[config.mk]
export PLATFORM = sky130hd
export DESIGN_NAME = vga_pattern_gen
export DESIGN_NICKNAME = d
export VERILOG_FILES = /design/src/rtl/vga_pattern_gen.sv
export SDC_FILE = /design/constraint.sdc
export NUM_CORES = 1
export LEC_CHECK = 0
export CAP_MARGIN = 5
export CORE_AREA = 2 2 104 106
export DETAILED_ROUTE_END_ITERATION = 6
export DIE_AREA = 0 0 106 108
export PLACE_DENSITY_LB_ADDON = 0.2
export SETUP_SLACK_MARGIN = 0.05
export SLEW_MARGIN = 25
export SYNTH_ARGS = -nofsm -noshare
export SYNTH_HDL_FRONTEND = slang
export SYNTH_SLANG_ARGS = --single-unit
[constraint.sdc]
create_clock -name clk -period 5.6 [get_ports clk]
set_input_delay 1.12 -clock clk [delete_from_list [all_inputs] [get_ports clk]]
set_output_delay 1.12 -clock clk [all_outputs]
set_load 0.005 [all_outputs]
[src/rtl/vga_pattern_gen.sv]
`default_nettype none
// ============================================================================
// vga_pattern_gen: VGA timing generator + selectable test patterns  (rev 1.0)
// ============================================================================
module vga_pattern_gen #(
  parameter int H_ACTIVE    = 640,
  parameter int H_FP        = 16,
  parameter int H_SYNC      = 96,
  parameter int H_BP        = 48,
  parameter int V_ACTIVE    = 480,
  parameter int V_FP        = 10,
  parameter int V_SYNC      = 2,
  parameter int V_BP        = 33,
  parameter int SYNC_POL    = 0,
  parameter int COLOR_BITS  = 4,
  parameter int SCALE_SHIFT = 1,
  parameter int CHECK_LOG2  = 6,
  parameter int BOX_SIZE    = 32
) (
  input  logic                    clk,
  input  logic                    rst_n,
  input  logic                    en,
  input  logic [2:0]              mode_i,
  input  logic [3*COLOR_BITS-1:0] solid_rgb_i,
  output logic [COLOR_BITS-1:0]   vga_r,
  output logic [COLOR_BITS-1:0]   vga_g,
  output logic [COLOR_BITS-1:0]   vga_b,
  output logic                    hsync,
  output logic                    vsync,
  output logic                    de,
  output logic                    frame_start,
  output logic [15:0]             frame_cnt
);

  localparam int H_TOTAL = H_ACTIVE + H_FP + H_SYNC + H_BP;
  localparam int V_TOTAL = V_ACTIVE + V_FP + V_SYNC + V_BP;
  localparam int H_W     = $clog2(H_TOTAL);
  localparam int V_W     = $clog2(V_TOTAL);
  localparam int CW      = (H_W > V_W) ? H_W : V_W;
  localparam int W       = H_ACTIVE >> SCALE_SHIFT;
  localparam int HS      = V_ACTIVE >> SCALE_SHIFT;

  localparam logic           SYNC_ACT   = (SYNC_POL != 0);
  localparam logic [H_W-1:0] H_LAST     = H_W'(H_TOTAL - 1);
  localparam logic [H_W-1:0] H_VIS      = H_W'(H_ACTIVE);
  localparam logic [H_W-1:0] H_SYNC_BEG = H_W'(H_ACTIVE + H_FP);
  localparam logic [H_W-1:0] H_SYNC_END = H_W'(H_ACTIVE + H_FP + H_SYNC);
  localparam logic [V_W-1:0] V_LAST     = V_W'(V_TOTAL - 1);
  localparam logic [V_W-1:0] V_VIS      = V_W'(V_ACTIVE);
  localparam logic [V_W-1:0] V_SYNC_BEG = V_W'(V_ACTIVE + V_FP);
  localparam logic [V_W-1:0] V_SYNC_END = V_W'(V_ACTIVE + V_FP + V_SYNC);
  localparam logic [CW-1:0]  BX_MAX     = CW'(W - BOX_SIZE);
  localparam logic [CW-1:0]  BY_MAX     = CW'(HS - BOX_SIZE);
  localparam logic [CW:0]    BOX_V      = (CW+1)'(BOX_SIZE);

  if (BOX_SIZE >= W || BOX_SIZE >= HS) begin : g_bad_box
    $error("BOX_SIZE must be smaller than the scaled active width and height");
  end
  if (4 + COLOR_BITS >= CW) begin : g_bad_color
    $error("COLOR_BITS too wide for the gradient slice of the scaled coordinate");
  end
  if (CHECK_LOG2 >= CW) begin : g_bad_check
    $error("CHECK_LOG2 exceeds the scaled coordinate width");
  end

  logic [H_W-1:0]        h_cnt;
  logic [V_W-1:0]        v_cnt;
  logic [2:0]            mode_q;
  logic [CW-1:0]         bx, by;
  logic                  dx, dy;
  logic                  tick, vis, hs_act, vs_act, chk, in_box;
  logic [CW-1:0]         x, y, bx_eff, by_eff;
  logic [CW:0]           bx_step, by_step;
  logic [2:0]            mode_eff, bar;
  logic [COLOR_BITS-1:0] grad_r, grad_g, pix_r, pix_g, pix_b;

  // Returns {new direction, new position}; the reversal and its step share one tick.
  function automatic logic [CW:0] box_step(input logic [CW-1:0] pos, input logic fwd,
                                           input logic [CW-1:0] pmax);
    if (fwd) box_step = (pos == pmax) ? {1'b0, pos - CW'(1)} : {1'b1, pos + CW'(1)};
    else     box_step = (pos == '0)   ? {1'b1, pos + CW'(1)} : {1'b0, pos - CW'(1)};
  endfunction

  assign tick    = en && (h_cnt == '0) && (v_cnt == '0);
  assign vis     = (h_cnt < H_VIS) && (v_cnt < V_VIS);
  assign hs_act  = (h_cnt >= H_SYNC_BEG) && (h_cnt < H_SYNC_END);
  assign vs_act  = (v_cnt >= V_SYNC_BEG) && (v_cnt < V_SYNC_END);
  assign x       = CW'(h_cnt >> SCALE_SHIFT);
  assign y       = CW'(v_cnt >> SCALE_SHIFT);
  assign bx_step = box_step(bx, dx, BX_MAX);
  assign by_step = box_step(by, dy, BY_MAX);

  // The tick pixel already belongs to the new frame, so it sees the updated state.
  assign mode_eff = tick ? mode_i : mode_q;
  assign bx_eff   = tick ? bx_step[CW-1:0] : bx;
  assign by_eff   = tick ? by_step[CW-1:0] : by;

  assign grad_r = x[4+COLOR_BITS:5];
  assign grad_g = y[4+COLOR_BITS:5];
  assign chk    = x[CHECK_LOG2] ^ y[CHECK_LOG2];
  assign in_box = (x >= bx_eff) && ({1'b0, x} < ({1'b0, bx_eff} + BOX_V)) &&
                  (y >= by_eff) && ({1'b0, y} < ({1'b0, by_eff} + BOX_V));

  always_comb begin
    bar = 3'd0;
    for (int k = 1; k < 8; k++) begin
      if (x >= CW'((k * W) / 8)) bar = bar + 3'd1;
    end
  end

  always_comb begin
    pix_r = grad_r;
    pix_g = grad_g;
    pix_b = '0;
    case (mode_eff)
      3'd1: begin
        pix_r = {COLOR_BITS{chk}};
        pix_g = {COLOR_BITS{chk}};
        pix_b = {COLOR_BITS{chk}};
      end
      3'd2: begin
        // bar index bits map directly onto white..black ordering
        pix_r = {COLOR_BITS{~bar[1]}};
        pix_g = {COLOR_BITS{~bar[2]}};
        pix_b = {COLOR_BITS{~bar[0]}};
      end
      3'd3: {pix_r, pix_g, pix_b} = solid_rgb_i;
      3'd4: begin
        if (in_box) begin
          pix_r = '1;
          pix_g = '1;
          pix_b = '1;
        end
      end
      default: ;
    endcase
    if (!vis) begin
      pix_r = '0;
      pix_g = '0;
      pix_b = '0;
    end
  end

  always_ff @(posedge clk or negedge rst_n) begin
    if (!rst_n) begin
      h_cnt       <= '0;
      v_cnt       <= '0;
      mode_q      <= '0;
      bx          <= '0;
      by          <= '0;
      dx          <= 1'b1;
      dy          <= 1'b1;
      frame_cnt   <= '0;
      vga_r       <= '0;
      vga_g       <= '0;
      vga_b       <= '0;
      hsync       <= ~SYNC_ACT;
      vsync       <= ~SYNC_ACT;
      de          <= 1'b0;
      frame_start <= 1'b0;
    end else if (en) begin
      if (h_cnt == H_LAST) begin
        h_cnt <= '0;
        v_cnt <= (v_cnt == V_LAST) ? '0 : v_cnt + V_W'(1);
      end else begin
        h_cnt <= h_cnt + H_W'(1);
      end
      if (tick) begin
        mode_q    <= mode_i;
        frame_cnt <= frame_cnt + 16'd1;
        {dx, bx}  <= bx_step;
        {dy, by}  <= by_step;
      end
      vga_r       <= pix_r;
      vga_g       <= pix_g;
      vga_b       <= pix_b;
      hsync       <= hs_act ? SYNC_ACT : ~SYNC_ACT;
      vsync       <= vs_act ? SYNC_ACT : ~SYNC_ACT;
      de          <= vis;
      frame_start <= tick;
    end
  end

endmodule
`default_nettype wire
==> results.txt, run 1 <==
----------------------------------------------------
[STA]
  Setup repair after global routing missed its margin ... no
  Final-report hold violation count ... 0
  Tmin final ... 5.05 ns
  Worst setup skew after layout ... 0.00737 ns
  Slew @ Worst Pin ... 0.711 ns
  Highest clock rate ... 198 MHz
  Number of max-slew violations in the final report ... 0
  Worst slew slack as a fraction of its limit ... 52.6%
  Setup violations, final ... 0
  Aggregate negative setup slack ... 0 ns
  Fraction of the cycle the final worst path needs ... 90.2%

[Layout]
  Leading cell types in the layout, fill and taps excluded ... 73 x sky130_fd_sc_hd__dfrtp_1, 57 x sky130_fd_sc_hd__nand2_1, 53 x sky130_fd_sc_hd__nor2_1, 48 x sky130_fd_sc_hd__clkdlybuf4s50_1, 45 x sky130_fd_sc_hd__xnor2_1
  Most common cell after layout, fill and taps aside ... sky130_fd_sc_hd__dfrtp_1
  Utilization after layout ... 61.8%
  Synth-to-Final Area Change ... 14.6%
  Share of post-route cells with drive strength above 1 ... 6.69%
  ANT cells ... 0
  Post-layout net count ... 729

[Routing]
  DRC marker count from the first detailed-route iteration ... 340
  Length of routed met3 wiring ... 779 um
  DRC errors left ... 0
  Pre-antenna DRT Iters ... 6
  Post-route antenna net violation count ... 0
  Ratio of routed vias to standard cells ... 6.03
  Routed wire length per instance ... 16.6 um
  Total length of routed met2 wires ... 6.25 mm
  Vias post-DR ... 4,875
  Final wirelength ... 13.4 mm
  Top Metal Used ... met4
  Wire length on met1 ... 6.08 mm

[Logic synthesis]
  Register bit total from synthesis ... 77
  Post-synthesis net count ... 687
  Cell types with the largest area share after synthesis ... sky130_fd_sc_hd__dfrtp_1 33%, sky130_fd_sc_hd__ha_1 9.7%, sky130_fd_sc_hd__xnor2_1 7.1%
  Sequential area share after synthesis ... 35.0%
  Post-synthesis mux area share ... 1.84%
  Post-synthesis cell count ... 626
  Total number of yosys warnings ... 0
  Number of distinct library cell variants in the gate-level netlist after synthesis ... 65
  Largest area contributor in the netlist ... sky130_fd_sc_hd__dfrtp_1
  Area fraction in compound gates after synthesis ... 16.6%
  Synth async-reset ratio ... 100%
  Dominant combinational cell family by area after synthesis ... simple AND/OR/NAND/NOR gates
  Post-synthesis area per instance ... 8.82 um2
  Cell area after technology mapping ... 5520 um2
  Area share of fa/ha/maj cells after synthesis ... 9.75%
  Area share of the largest cell type after synthesis ... 33.1%
  Fraction of the mapped netlist area in simple logic gates ... 21.9%
  Number of enable-type register cells in the synthesized netlist ... 0
  Post-Synth XOR/XNOR Area ... 10.0%
  Predominant post-synthesis flop cell ... sky130_fd_sc_hd__dfrtp_1

[Power]
  Fraction of power spent switching nets ... 29.7%
  Fraction of power consumed by the clock network ... 32.9%
  IR drop worst, VDD ... 0.000135 V
  Sequential Power Share ... 49.2%
  Combinational fraction of design power ... 17.9%
  Standby leakage power ... 2.70 nW
  NetSw ... 0.000374 W
  Pwr per Cell Area ... 199 nW/um2
  Design internal power ... 0.000885 W

[Die]
  Die width ... 106 um
  Initial cell density of the core ... 53.9%
  Area of the core ... 10,200 um2
  Floorplan row count ... 37
  Die height ... 108 um
  Number of ports placed on the die boundary ... 50
  Area enclosed by the die boundary ... 11,400 um2

[Place]
  DP Wirelength ... 9.90 mm
  Number of port buffers ... 49
  RePlAce Congestion ... 0.909

[Status]
  Result of the run ... finished, final reports clean

[GRT]
  Number of global-route vias before repair ... 4,792
  Global-route wire length before repair ... 22.9 mm
  Pin count of the biggest net entering global routing ... 78
  Overflow left after global routing ... 0
  Antenna violations before repair ... 0
  GR Util All Layers ... 25.1%

[Worst setup path]
  CP Launch Type ... flop
  Crit end category ... flop
  Register-to-register setup slack ... 0.55 ns
  Required time at the endpoint of the critical path ... 5.83 ns
  Maximum fanout count along the critical path ... 10
  Signal arrival time at the worst endpoint ... 5.28 ns
  Category of the most critical setup path ... reg2reg

[Clock tree]
  TritonCTS buffer count ... 9
  Clock latency at the later pin of the worst-skew pair ... 0.36 ns
  Total of hold buffers inserted after clock tree synthesis ... 0
  Total number of H-tree levels ... 3
  Post-CTS Setup Repair Bufs ... 0
  Post_cts resized ... 0
  Number of clock sinks ... 77
  Max Buffers Root-to-Sink ... 2
  CTS Root Cell ... sky130_fd_sc_hd__clkbuf_8
  Clock tree from TritonCTS ... done
  Clock-pin transition on the worst setup and hold timing paths ... 0.08 ns

[Run]
  Maxcap violations ... 0

[Hold path]
  Classification of the worst-slack hold path ... reg2reg

----------------------------------------------------
[cell type report]
type,count,area (um2)
flip-flops and latches,77,1930
repair buffers,57,552
clock buffers,9,124
multi-input cells,484,3340
inverters,39,146
well taps,136,170
fillers,896,3910
clock inverters,7,66.3
[cells by family (layout without fill, tap and decap cells)]
kind of cell    Yosys count  count (layout)
simple gates            233             233
compound gates          135             135
flops                    77              77
buf+inv                  65             112
xor+xnor                 63              63
fa+ha+maj                43              43
mux                      10              10
[power groups by stage]
stage	Combinational (W)	Clock (W)	Sequential, W
final	0.000226	0.000414	0.000620
after global placement	0.000207	0	0.000628
after detailed placement	0.000222	0	0.000629
after floorplan	0.000167	0	0.000612
after CTS	0.000223	0.000424	0.000618
after global routing	0.000253	0.000453	0.000624
[synth_stat cells, drive strengths merged (9+ instances only)]
library cell / instances
nor3: 17
and3: 10
a32oi: 9
ha: 43
xnor2: 45
nand3: 17
o21ai: 34
nand4: 18
mux2i: 9
xor2: 18
a21oi: 31
nor2b: 13
nand2: 58
a31oi: 11
dfrtp: 73
nor2: 53
inv: 39
clkbuf: 19
[flip-flops by register name (all words and copies together), names as in the netlist]
register / count
frame_cnt: 16
bx: 10
by: 10
h_cnt: 10
v_cnt: 10
vga_b: 4
vga_g: 4
vga_r: 4
mode_q: 3
de: 1
dx: 1
dy: 1
frame_start: 1
hsync: 1
vsync: 1
[per-stage QoR]
stage | setup WS [ns] | instance area [um2] | instances | total power (W) | hold WS (ns)
final | 0.548 | 6330 | 809 | 0.00126 | 0.485
after floorplan | 1.07 | 5520 | 626 | 0.000778 | 0.465
after detailed placement | 0.311 | 6120 | 793 | 0.000851 | 0.473
after global routing | 0.0990 | 6330 | 809 | 0.00133 | 0.516
after CTS | 0.290 | 6310 | 809 | 0.00127 | 0.492
after global placement | 0.553 | 6120 | 793 | 0.000835 | 0.454
[critical path: stages, from the launching register on]
cell and delay (ns):
sky130_fd_sc_hd__dfrtp_1 0.50, sky130_fd_sc_hd__or2_0 0.30, sky130_fd_sc_hd__a2111oi_2 0.51, sky130_fd_sc_hd__inv_1 0.09, sky130_fd_sc_hd__ha_1 0.23, sky130_fd_sc_hd__o21ai_0 0.16, sky130_fd_sc_hd__inv_1 0.06, sky130_fd_sc_hd__ha_1 0.29
sky130_fd_sc_hd__o21a_1 0.12, sky130_fd_sc_hd__or3_1 0.31, sky130_fd_sc_hd__ha_1 0.29, sky130_fd_sc_hd__mux2i_1 0.18, sky130_fd_sc_hd__nand2_1 0.09, sky130_fd_sc_hd__ha_1 0.28, sky130_fd_sc_hd__nor2_1 0.04, sky130_fd_sc_hd__a31oi_1 0.24
sky130_fd_sc_hd__ha_1 0.20, sky130_fd_sc_hd__nand2_1 0.07, sky130_fd_sc_hd__xnor2_1 0.20, sky130_fd_sc_hd__xnor2_1 0.16, sky130_fd_sc_hd__xnor2_1 0.11, sky130_fd_sc_hd__a21oi_1 0.34, sky130_fd_sc_hd__a32oi_1 0.16
[worst paths after layout]
path	startpoint	end	cells past startpoint
worst max-delay path	h_cnt[4]	vga_g[0]	22
worst min-delay path	frame_start	frame_start	1
worst max register to register	h_cnt[4]	vga_g[0]	22
worst min register to register	frame_start	frame_start	1
max in group asynchronous	rst_n	v_cnt[0]	1
min in group asynchronous	rst_n	frame_cnt[14]	1
[layer usage]
| metal | vias to the layer above | GRT usage [%] |
|---|---|---|
| met5 | - | 0 |
| met4 | 0 | 8.46 |
| met3 | 26 | 4.64 |
| met2 | 167 | 41.7 |
| met1 | 2355 | 33.3 |
| li1 | 2327 | - |
No activity file was read; power rests on OpenSTA's default activity.
==> run 2: changes to the inputs <==
--- a/config.mk
+++ b/config.mk
@@ -7,6 +7,7 @@
 export LEC_CHECK = 0
 export CAP_MARGIN = 5
 export CORE_AREA = 2 2 104 106
+export CTS_CLUSTER_SIZE = 28
 export DETAILED_ROUTE_END_ITERATION = 6
 export DIE_AREA = 0 0 106 108
 export PLACE_DENSITY_LB_ADDON = 0.2
==> results of run 2 <==
No change in the layout: final DEF, timing and power equal those of run 1.
